## config.mk

```make
export PLATFORM = sky130hd
export DESIGN_NAME = nand_chain_pipe
export DESIGN_NICKNAME = d
export VERILOG_FILES = /design/src/rtl/nand_pkg.sv /design/src/rtl/nand_pipe_stage.sv /design/src/rtl/nand_chain_pipe.sv
export SDC_FILE = /design/constraint.sdc
export NUM_CORES = 1
export LEC_CHECK = 0
export ABC_AREA = 1
export ABC_CLOCK_PERIOD_IN_PS = 1950
export CAP_MARGIN = 20
export CORE_MARGIN = 4
export CORE_UTILIZATION = 40
export CTS_BUF_LIST = sky130_fd_sc_hd__clkbuf_16
export DETAILED_ROUTE_END_ITERATION = 10
export SLEW_MARGIN = 20
export SYNTH_ARGS = -nofsm -noshare
export SYNTH_HDL_FRONTEND = slang
export SYNTH_SLANG_ARGS = --single-unit
```

## constraint.sdc

```tcl
create_clock -name clk -period 1.95 [get_ports clk]
set_input_delay 0.195 -clock clk [delete_from_list [all_inputs] [get_ports clk]]
set_output_delay 0.195 -clock clk [all_outputs]
set_load 0.01 [all_outputs]
```

## src/rtl/nand_pkg.sv

```systemverilog
// Shared constants and packed-bus offset helper for the pipelined NAND chain.
package nand_pkg;

  localparam int DEF_WIDTH  = 4;
  localparam int DEF_STAGES = 3;
  localparam int DEF_CNT_W  = 16;

  // Bit offset of tap k or operand i inside a packed bus of WIDTH-bit lanes.
  function automatic int lane_off(input int idx, input int width);
    return idx * width;
  endfunction

endpackage

```

## src/rtl/nand_pipe_stage.sv

```systemverilog
// One gate stage of the NAND chain: valid bit, stall-chain advance, and registered
// tap/operand vectors. Stage 0 gates x0 in place of a previous tap.
module nand_pipe_stage
  import nand_pkg::*;
#(
  parameter int WIDTH  = DEF_WIDTH,
  parameter int STAGES = DEF_STAGES,
  parameter int IDX    = 0
) (
  input  logic                        clk,
  input  logic                        rst_n,
  input  logic                        up_valid,
  input  logic [STAGES*WIDTH-1:0]     up_taps,
  input  logic [(STAGES+1)*WIDTH-1:0] up_ops,
  input  logic                        down_adv,
  output logic                        adv,
  output logic                        valid_q,
  output logic [STAGES*WIDTH-1:0]     taps_q,
  output logic [(STAGES+1)*WIDTH-1:0] ops_q
);

  localparam int TW = STAGES * WIDTH;
  localparam int OW = (STAGES + 1) * WIDTH;
  // Taps below this stage are carried; operands up to x(IDX+1) are consumed and zeroed.
  localparam logic [TW-1:0] KEEP_TAPS = (TW'(1) << lane_off(IDX, WIDTH)) - TW'(1);
  localparam logic [OW-1:0] KEEP_OPS  = ~((OW'(1) << lane_off(IDX + 2, WIDTH)) - OW'(1));

  logic [WIDTH-1:0] prev_s;
  logic [WIDTH-1:0] gate_s;
  logic             valid_d;
  logic [TW-1:0]    taps_d;
  logic [OW-1:0]    ops_d;

  generate
    if (IDX == 0) begin : g_first
      assign prev_s = up_ops[WIDTH-1:0];
    end else begin : g_chain
      assign prev_s = up_taps[lane_off(IDX - 1, WIDTH) +: WIDTH];
    end
  endgenerate

  assign gate_s = ~(prev_s & up_ops[lane_off(IDX + 1, WIDTH) +: WIDTH]);
  assign adv    = ~valid_q | down_adv;

  // Next-state: load from upstream when advancing, otherwise hold.
  always_comb begin
    valid_d = valid_q;
    taps_d  = taps_q;
    ops_d   = ops_q;
    if (adv) begin
      valid_d = up_valid;
      if (up_valid) begin
        taps_d = (up_taps & KEEP_TAPS) | (TW'(gate_s) << lane_off(IDX, WIDTH));
        ops_d  = up_ops & KEEP_OPS;
      end else begin
        taps_d = taps_q;
        ops_d  = ops_q;
      end
    end else begin
      valid_d = valid_q;
    end
  end

  // Stage registers.
  always_ff @(posedge clk or negedge rst_n) begin
    if (!rst_n) begin
      valid_q <= 1'b0;
      taps_q  <= '0;
      ops_q   <= '0;
    end else begin
      valid_q <= valid_d;
      taps_q  <= taps_d;
      ops_q   <= ops_d;
    end
  end

endmodule

```

## src/rtl/nand_chain_pipe.sv

```systemverilog
// Pipelined, parametrised NAND chain with valid/ready handshakes, full backpressure
// and a saturating completed-result counter.
module nand_chain_pipe
  import nand_pkg::*;
#(
  parameter int WIDTH  = DEF_WIDTH,
  parameter int STAGES = DEF_STAGES,
  parameter int CNT_W  = DEF_CNT_W
) (
  input  logic                        clk,
  input  logic                        rst_n,
  input  logic                        in_valid,
  output logic                        in_ready,
  input  logic [(STAGES+1)*WIDTH-1:0] in_ops,
  output logic                        out_valid,
  input  logic                        out_ready,
  output logic [STAGES*WIDTH-1:0]     out_taps,
  output logic [CNT_W-1:0]            done_cnt
);

  localparam int TW = STAGES * WIDTH;
  localparam int OW = (STAGES + 1) * WIDTH;

  logic          adv_s     [STAGES+1];
  logic          v_s       [STAGES];
  logic          up_v_s    [STAGES];
  logic [TW-1:0] taps_s    [STAGES];
  logic [TW-1:0] up_taps_s [STAGES];
  logic [OW-1:0] ops_s     [STAGES];
  logic [OW-1:0] up_ops_s  [STAGES];

  logic             rdy_en_q;
  logic             rdy_en_d;
  logic [CNT_W-1:0] cnt_q;
  logic [CNT_W-1:0] cnt_d;
  logic             unused_s;

  assign adv_s[STAGES] = out_ready;

  generate
    for (genvar k = 0; k < STAGES; k++) begin : g_stage
      if (k == 0) begin : g_src
        assign up_v_s[k]    = in_valid & rdy_en_q;
        assign up_taps_s[k] = '0;
        assign up_ops_s[k]  = in_ops;
      end else begin : g_link
        assign up_v_s[k]    = v_s[k-1];
        assign up_taps_s[k] = taps_s[k-1];
        assign up_ops_s[k]  = ops_s[k-1];
      end

      nand_pipe_stage #(
        .WIDTH  (WIDTH),
        .STAGES (STAGES),
        .IDX    (k)
      ) u_stage (
        .clk      (clk),
        .rst_n    (rst_n),
        .up_valid (up_v_s[k]),
        .up_taps  (up_taps_s[k]),
        .up_ops   (up_ops_s[k]),
        .down_adv (adv_s[k+1]),
        .adv      (adv_s[k]),
        .valid_q  (v_s[k]),
        .taps_q   (taps_s[k]),
        .ops_q    (ops_s[k])
      );
    end
  endgenerate

  // The last stage has consumed every operand, so its operand register is always zero.
  assign unused_s = ^ops_s[STAGES-1];

  // Input acceptance is enabled from the first clock edge after reset release.
  always_comb begin
    rdy_en_d = 1'b1;
  end

  // Counter next-state: count accepted results, saturate at all-ones.
  always_comb begin
    cnt_d = cnt_q;
    if (v_s[STAGES-1] && out_ready && (cnt_q != {CNT_W{1'b1}})) begin
      cnt_d = cnt_q + CNT_W'(1);
    end else begin
      cnt_d = cnt_q;
    end
  end

  // Ready-enable and result counter registers.
  always_ff @(posedge clk or negedge rst_n) begin
    if (!rst_n) begin
      rdy_en_q <= 1'b0;
      cnt_q    <= '0;
    end else begin
      rdy_en_q <= rdy_en_d;
      cnt_q    <= cnt_d;
    end
  end

  assign in_ready  = adv_s[0] & rdy_en_q;
  assign out_valid = v_s[STAGES-1];
  assign out_taps  = taps_s[STAGES-1];
  assign done_cnt  = cnt_q;

endmodule

```

# Word-level counts from Yosys, hierarchy flattened
# Cells that the tools add are included.
[classes]
addsub = 1
mul = 0
n_div = 0
order_cmp = 0
n_eq_ne = 1
shifts = 0
muxes = 0
bitwise_logic = 16
n_reduce_logical = 5
[op_table]
columns = ["op", "count"]
rows = [
  ["16-bit by 1-bit adder with 16-bit output (second input constant)", 1],
  ["16-bit inequality test (second input constant)", 1],
  ["4-bit bitwise AND", 3],
  ["4-bit inverter", 3],
  ["8-bit by 12-bit bitwise OR with 12-bit output", 1],
  ["4-bit by 8-bit bitwise OR with 8-bit output", 1],
  ["2-bit AND reduction", 3],
  ["1-bit inverter", 3],
  ["1-bit bitwise OR", 3],
  ["1-bit bitwise AND", 2],
  ["1-bit logical AND", 2],
]
[word_totals]
regBits = 56
latch_bits = 0
mem_bits_rw = 0
mem_bits_ro = 0
out_inout_bits = 30
wordCells = 33
memories = 0

# Logic depth before layout (Yosys ltp)
[depth]
word_depth = 5
ltp_mapped = 10

# Modules after synthesis
# A second synthesis with hierarchy kept.
[unflattened]
hier_cells = 383
area_unflattened_um2 = 3115.5
[modules_own_cells]
columns = ["mod", "instances", "cells_per_inst", "area_each_um2", "seq_area_each_um2"]
rows = [
  ["nand_pipe_stage at g_stage[0].u_stage ...", 2, 77, 676.9, 325.3],
  ["nand_chain_pipe", 1, 152, 1081.0, 425.4],
  ["nand_pipe_stage at g_stage[1].u_stage", 1, 77, 680.7, 325.3],
]

# Least setup slack after synthesis
# OpenSTA, ideal clock, no wires.
[synth_timing]
path_kind = "flip-flop to flip-flop"
startpoint = "reg cnt_q[0], in the netlist done_cnt[0]"
endpoint = "reg cnt_q[10], in the netlist done_cnt[10]"
setup_ns = 0.117
arrival_time_ns = 1.388
path_slack_ns = 0.445
stages_incl_launch_ff = 11
path_buffers = 1
path_cell_list = "dfrtp_1 -> ha_1 -> nand3_2 -> inv_2 -> nand2_2 -> nor2_1 -> nor2_1 -> buf_6 -> clkinv_4 -> nand2_1 -> nand2_1"
[synth_between]
elab_chain_cells = 2
word_cells_on_any_way = 3
classes_between = "1 x add/sub; 1 x eq/ne; 1 x reduce/logical"
[synth_rtl]
columns = ["element", "line_no", "source"]
rows = [
  ["start: declaration", "nand_chain_pipe.sv:34", "logic [CNT_W-1:0] cnt_q;"],
  ["start signal: assignment", "nand_chain_pipe.sv:96", "cnt_q <= cnt_d;"],
  ["branches (longest 2 deep; another with 16-bit by 1-bit adder with 16-bit output)", "n/a", ""],
]
# Several ways; the timed one is not identified.
# A chain may end at the register's enable or synchronous reset.

# Worst setup path after layout
[layout_timing]
startpoint = "reg g_stage[2].u_stage.valid_q"
endpoint = "out in_ready"
[layout_between]
elab_chain_cells = 5
[layout_rtl]
columns = ["element", "line_no", "source"]
rows = [
  ["start: declaration", "nand_pipe_stage.sv:17", "output logic valid_q,"],
  ["start signal: assignment", "nand_pipe_stage.sv:71", "valid_q <= valid_d;"],
  ["1-bit inverter", "nand_pipe_stage.sv:43", "assign adv = ~valid_q | down_adv;"],
  ["1-bit bitwise OR (3 in series)", "nand_pipe_stage.sv:43", ""],
  ["1-bit bitwise AND", "nand_chain_pipe.sv:100", "assign in_ready = adv_s[0] & rdy_en_q;"],
  ["end: declaration", "nand_chain_pipe.sv:13", "output logic in_ready,"],
]
# Every way passes these cells.

==> impl_metrics.json <==
{
  "cts_buffers": 5,
  "fmax_ghz": 0.5797,
  "fp.dieH_microns": 86.84,
  "synth_area_leaders": "dfrtp_1, nand2_1, nor2_1",
  "min_period_ps": 1725,
  "grt_antenna_before_repair": 0,
  "synth_top_family_by_area": "simple AND/OR/NAND/NOR gates",
  "gr-total-overflow": 0,
  "async_flop_share_pct": 100.0,
  "synth_top_area_share_pct": 56.37,
  "fp.dieW_microns": 86.84,
  "rsz0062_at_grt": "false",
  "syn_inst": 301,
  "worstReg2RegEnd": "done_cnt[9]",
  "synth_compound_area_share_pct": 8.002,
  "worst_pin_slew_ps": 500.4,
  "drc": 0,
  "slew-limit-headroom_pct": 66.64,
  "post_drt_wl_per_cell_microns": 11.59,
  "htreeDepth": 2,
  "cts_setup_buffers": 0,
  "cts_resized": 0,
  "yosys_warnings": 0,
  "core_area_sq_um": 5991,
  "drtIter0Drc": 52,
  "pin_count": 50,
  "clkLatencyLatePin_ps": 290,
  "yosys_register_bits": 56,
  "vias": 2022,
  "path_clk_slew_ps": 70,
  "fin_nets": 380,
  "p_leak_nw": 1.608,
  "yosysTopAreaCell": "dfrtp_1",
  "drive_gt1_share_pct": 6.111,
  "grt_first_pass_wirelength_mm": 8.845,
  "die_area_sq_um": 7540,
  "synth-edff-count": 0,
  "crit_path_top_delay_cell": "clkdlybuf4s50_1",
  "rr_startpoint": "done_cnt[0]",
  "hold_viol": 0,
  "cp-end-kind": "output port",
  "holdCritPathClass": "primary input to asynchronous set/reset pin",
  "antennaDiodeCount": 0,
  "grt_max_degree": 38,
  "ctsRootBufferMaster": "clkbuf_16",
  "syn2layout_area_growth_pct": 31.56,
  "finalClockSkew_ps": 4.261,
  "yosys.area_share.simple_pct": 26.32,
  "syn_area_sq_um": 2486,
  "power.density_nw_per_um2": 1082,
  "syn-num-nets": 322,
  "outcome": "complete, no violations",
  "cts.sinks": 56,
  "r2r_cells": 10,
  "final_cell_mix": "nand2_1, dfrtp_1, clkdlybuf4s50_1, nor2_1, inv_1",
  "initial_core_util_pct": 41.50,
  "critPathKind": "register to output port",
  "avgSynthCellArea_sq_um": 8.260,
  "nFillCells": 594,
  "crit_fanout": 5,
  "cts_buffer_depth": 2,
  "cts_tree": "yes",
  "setup_viol_count_final": 0,
  "synth_xor_area_share_pct": 2.114,
  "r2r_slack_ps": 240,
  "place_congestion": 0.7944,
  "groute.usage.overall_pct": 14.73,
  "synth_flop_cell": "dfrtp_1",
  "synth.distinct_cells": 24,
  "cp.arrival_ps": 1530,
  "totalWireLength_mm": 5.043,
  "hpwl_mm": 3.762,
  "mostFrequentLayoutCell": "nand2_1",
  "ant_nets": 0,
  "grt_pass1_vias": 1965,
  "power_mw": 3.539,
  "slew_violations": 0,
  "muxShareOfSynthArea_pct": 0,
  "drt_pass1_iterations": 4,
  "maxCapViolations": 0,
  "period_share_pct": 88.46,
  "num_rows": 28,
  "setup-tns-final_ps": 0,
  "irDropWorstVdd_v": 0.0004939,
  "portBuffers": 49,
  "cp.required_ps": 1750,
  "synth_fa_ha_area_share_pct": 0.5033,
  "critPathLaunchType": "register",
  "max_stage_delay_ps": 530,
  "yosysSeqAreaShare_pct": 56.37,
  "routed_via_density": 4.648,
  "crit_chain": "nand4_1 -> nand2_1 -> inv_1 -> clkdlybuf4s50_1"
}
[power breakdown]
part / leakage [nW] / switching (mW) / internal (mW)
sequential: 0.673 / 0.216 / 1.41
combinational: 0.855 / 0.422 / 0.487
clock: 0.0798 / 0.404 / 0.604
[worst max-delay path, delay by kind of cell (launching register included)]
family	cells	cell delay, ps
simple gates	2	240
flops	1	420
buf+inv	2	580
[state kept, by name, summed over array words and instances, names as in the netlist]
register	count
g_stage.u_stage.ops_q	12
rdy_en_q	1
done_cnt	16
g_stage.u_stage.taps_q	24
g_stage.u_stage.valid_q	3
[repair_timing]
item / CTS / global route
hold endpoints to repair: 19 / 0
hold buffers: 1 / 0
endpoints found under the setup margin: 0 / 0
[routing by layer]
metal | vias up | share of wire, % | track usage, %
li1 | 1057 | - | -
met1 | 911 | 46 | 18.29
met2 | 49 | 48 | 25.74
met3 | 5 | 5.4 | 3.042
met4 | 0 | 0.95 | 4.249
met5 | - | 0 | 0
[area by class of cell]
cell class	count	area (sq um)	share of cell area, %
tap	75	93.84	2.869
timing repair buffer	56	553.0	16.91
sequential	56	1401	42.85
inverter	34	132.6	4.055
clock inverter	3	42.54	1.301
clock buffer	5	125.1	3.826
multi-input combinational	206	922.1	28.19
[stage by stage]
| stage | worst slack (ps) | std cells | hold slack [ps] | util, % | area [sq um] |
|---|---|---|---|---|---|
| after floorplan | 445.3 | 301 | -100.6 | - | 2486 |
| after global placement | 229.7 | 426 | 190.7 | 51.63 | 3093 |
| after detailed placement | 236.7 | 426 | 196.2 | 51.63 | 3093 |
| after CTS | 205.4 | 435 | 422.8 | 54.59 | 3271 |
| after global routing | 43.97 | 435 | 443.0 | 54.59 | 3271 |
| final | 225.1 | 435 | 401.5 | 54.59 | 3271 |
[how the worst max path moves through the flow]
stage / start / slack [ps] / cells past startpoint / endpoint
after CTS: g_stage[2].u_stage.valid_q / 210 / 4 / in_ready
after global routing: done_cnt[0] / 40 / 10 / done_cnt[9]
after global placement: out_ready / 230 / 6 / in_ready
after floorplan: done_cnt[0] / 450 / 10 / done_cnt[10]
after detailed placement: out_ready / 240 / 6 / in_ready
final: g_stage[2].u_stage.valid_q / 230 / 4 / in_ready
[synth_stat cells (2+ instances only)]
cell	n
nand2_2	2
o21bai_1	4
nor2_1	32
inv_2	2
inv_1	31
nand4_1	5
o21ai_1	4
o21ai_0	11
nand3_1	9
buf_2	3
a31oi_1	8
xor2_1	5
dfrtp_1	56
a22oi_1	4
nand2_1	116
[kinds of logic after synthesis]
family / Yosys count
AND/OR/NAND/NOR: 165
XOR/XNOR: 6
buffers and inverters: 39
AO/OA/AOI/OAI: 33
adder cells (fa/ha/maj): 1
flip-flops: 56
other: 1
Note: power is estimated with default switching activity, not from simulation.
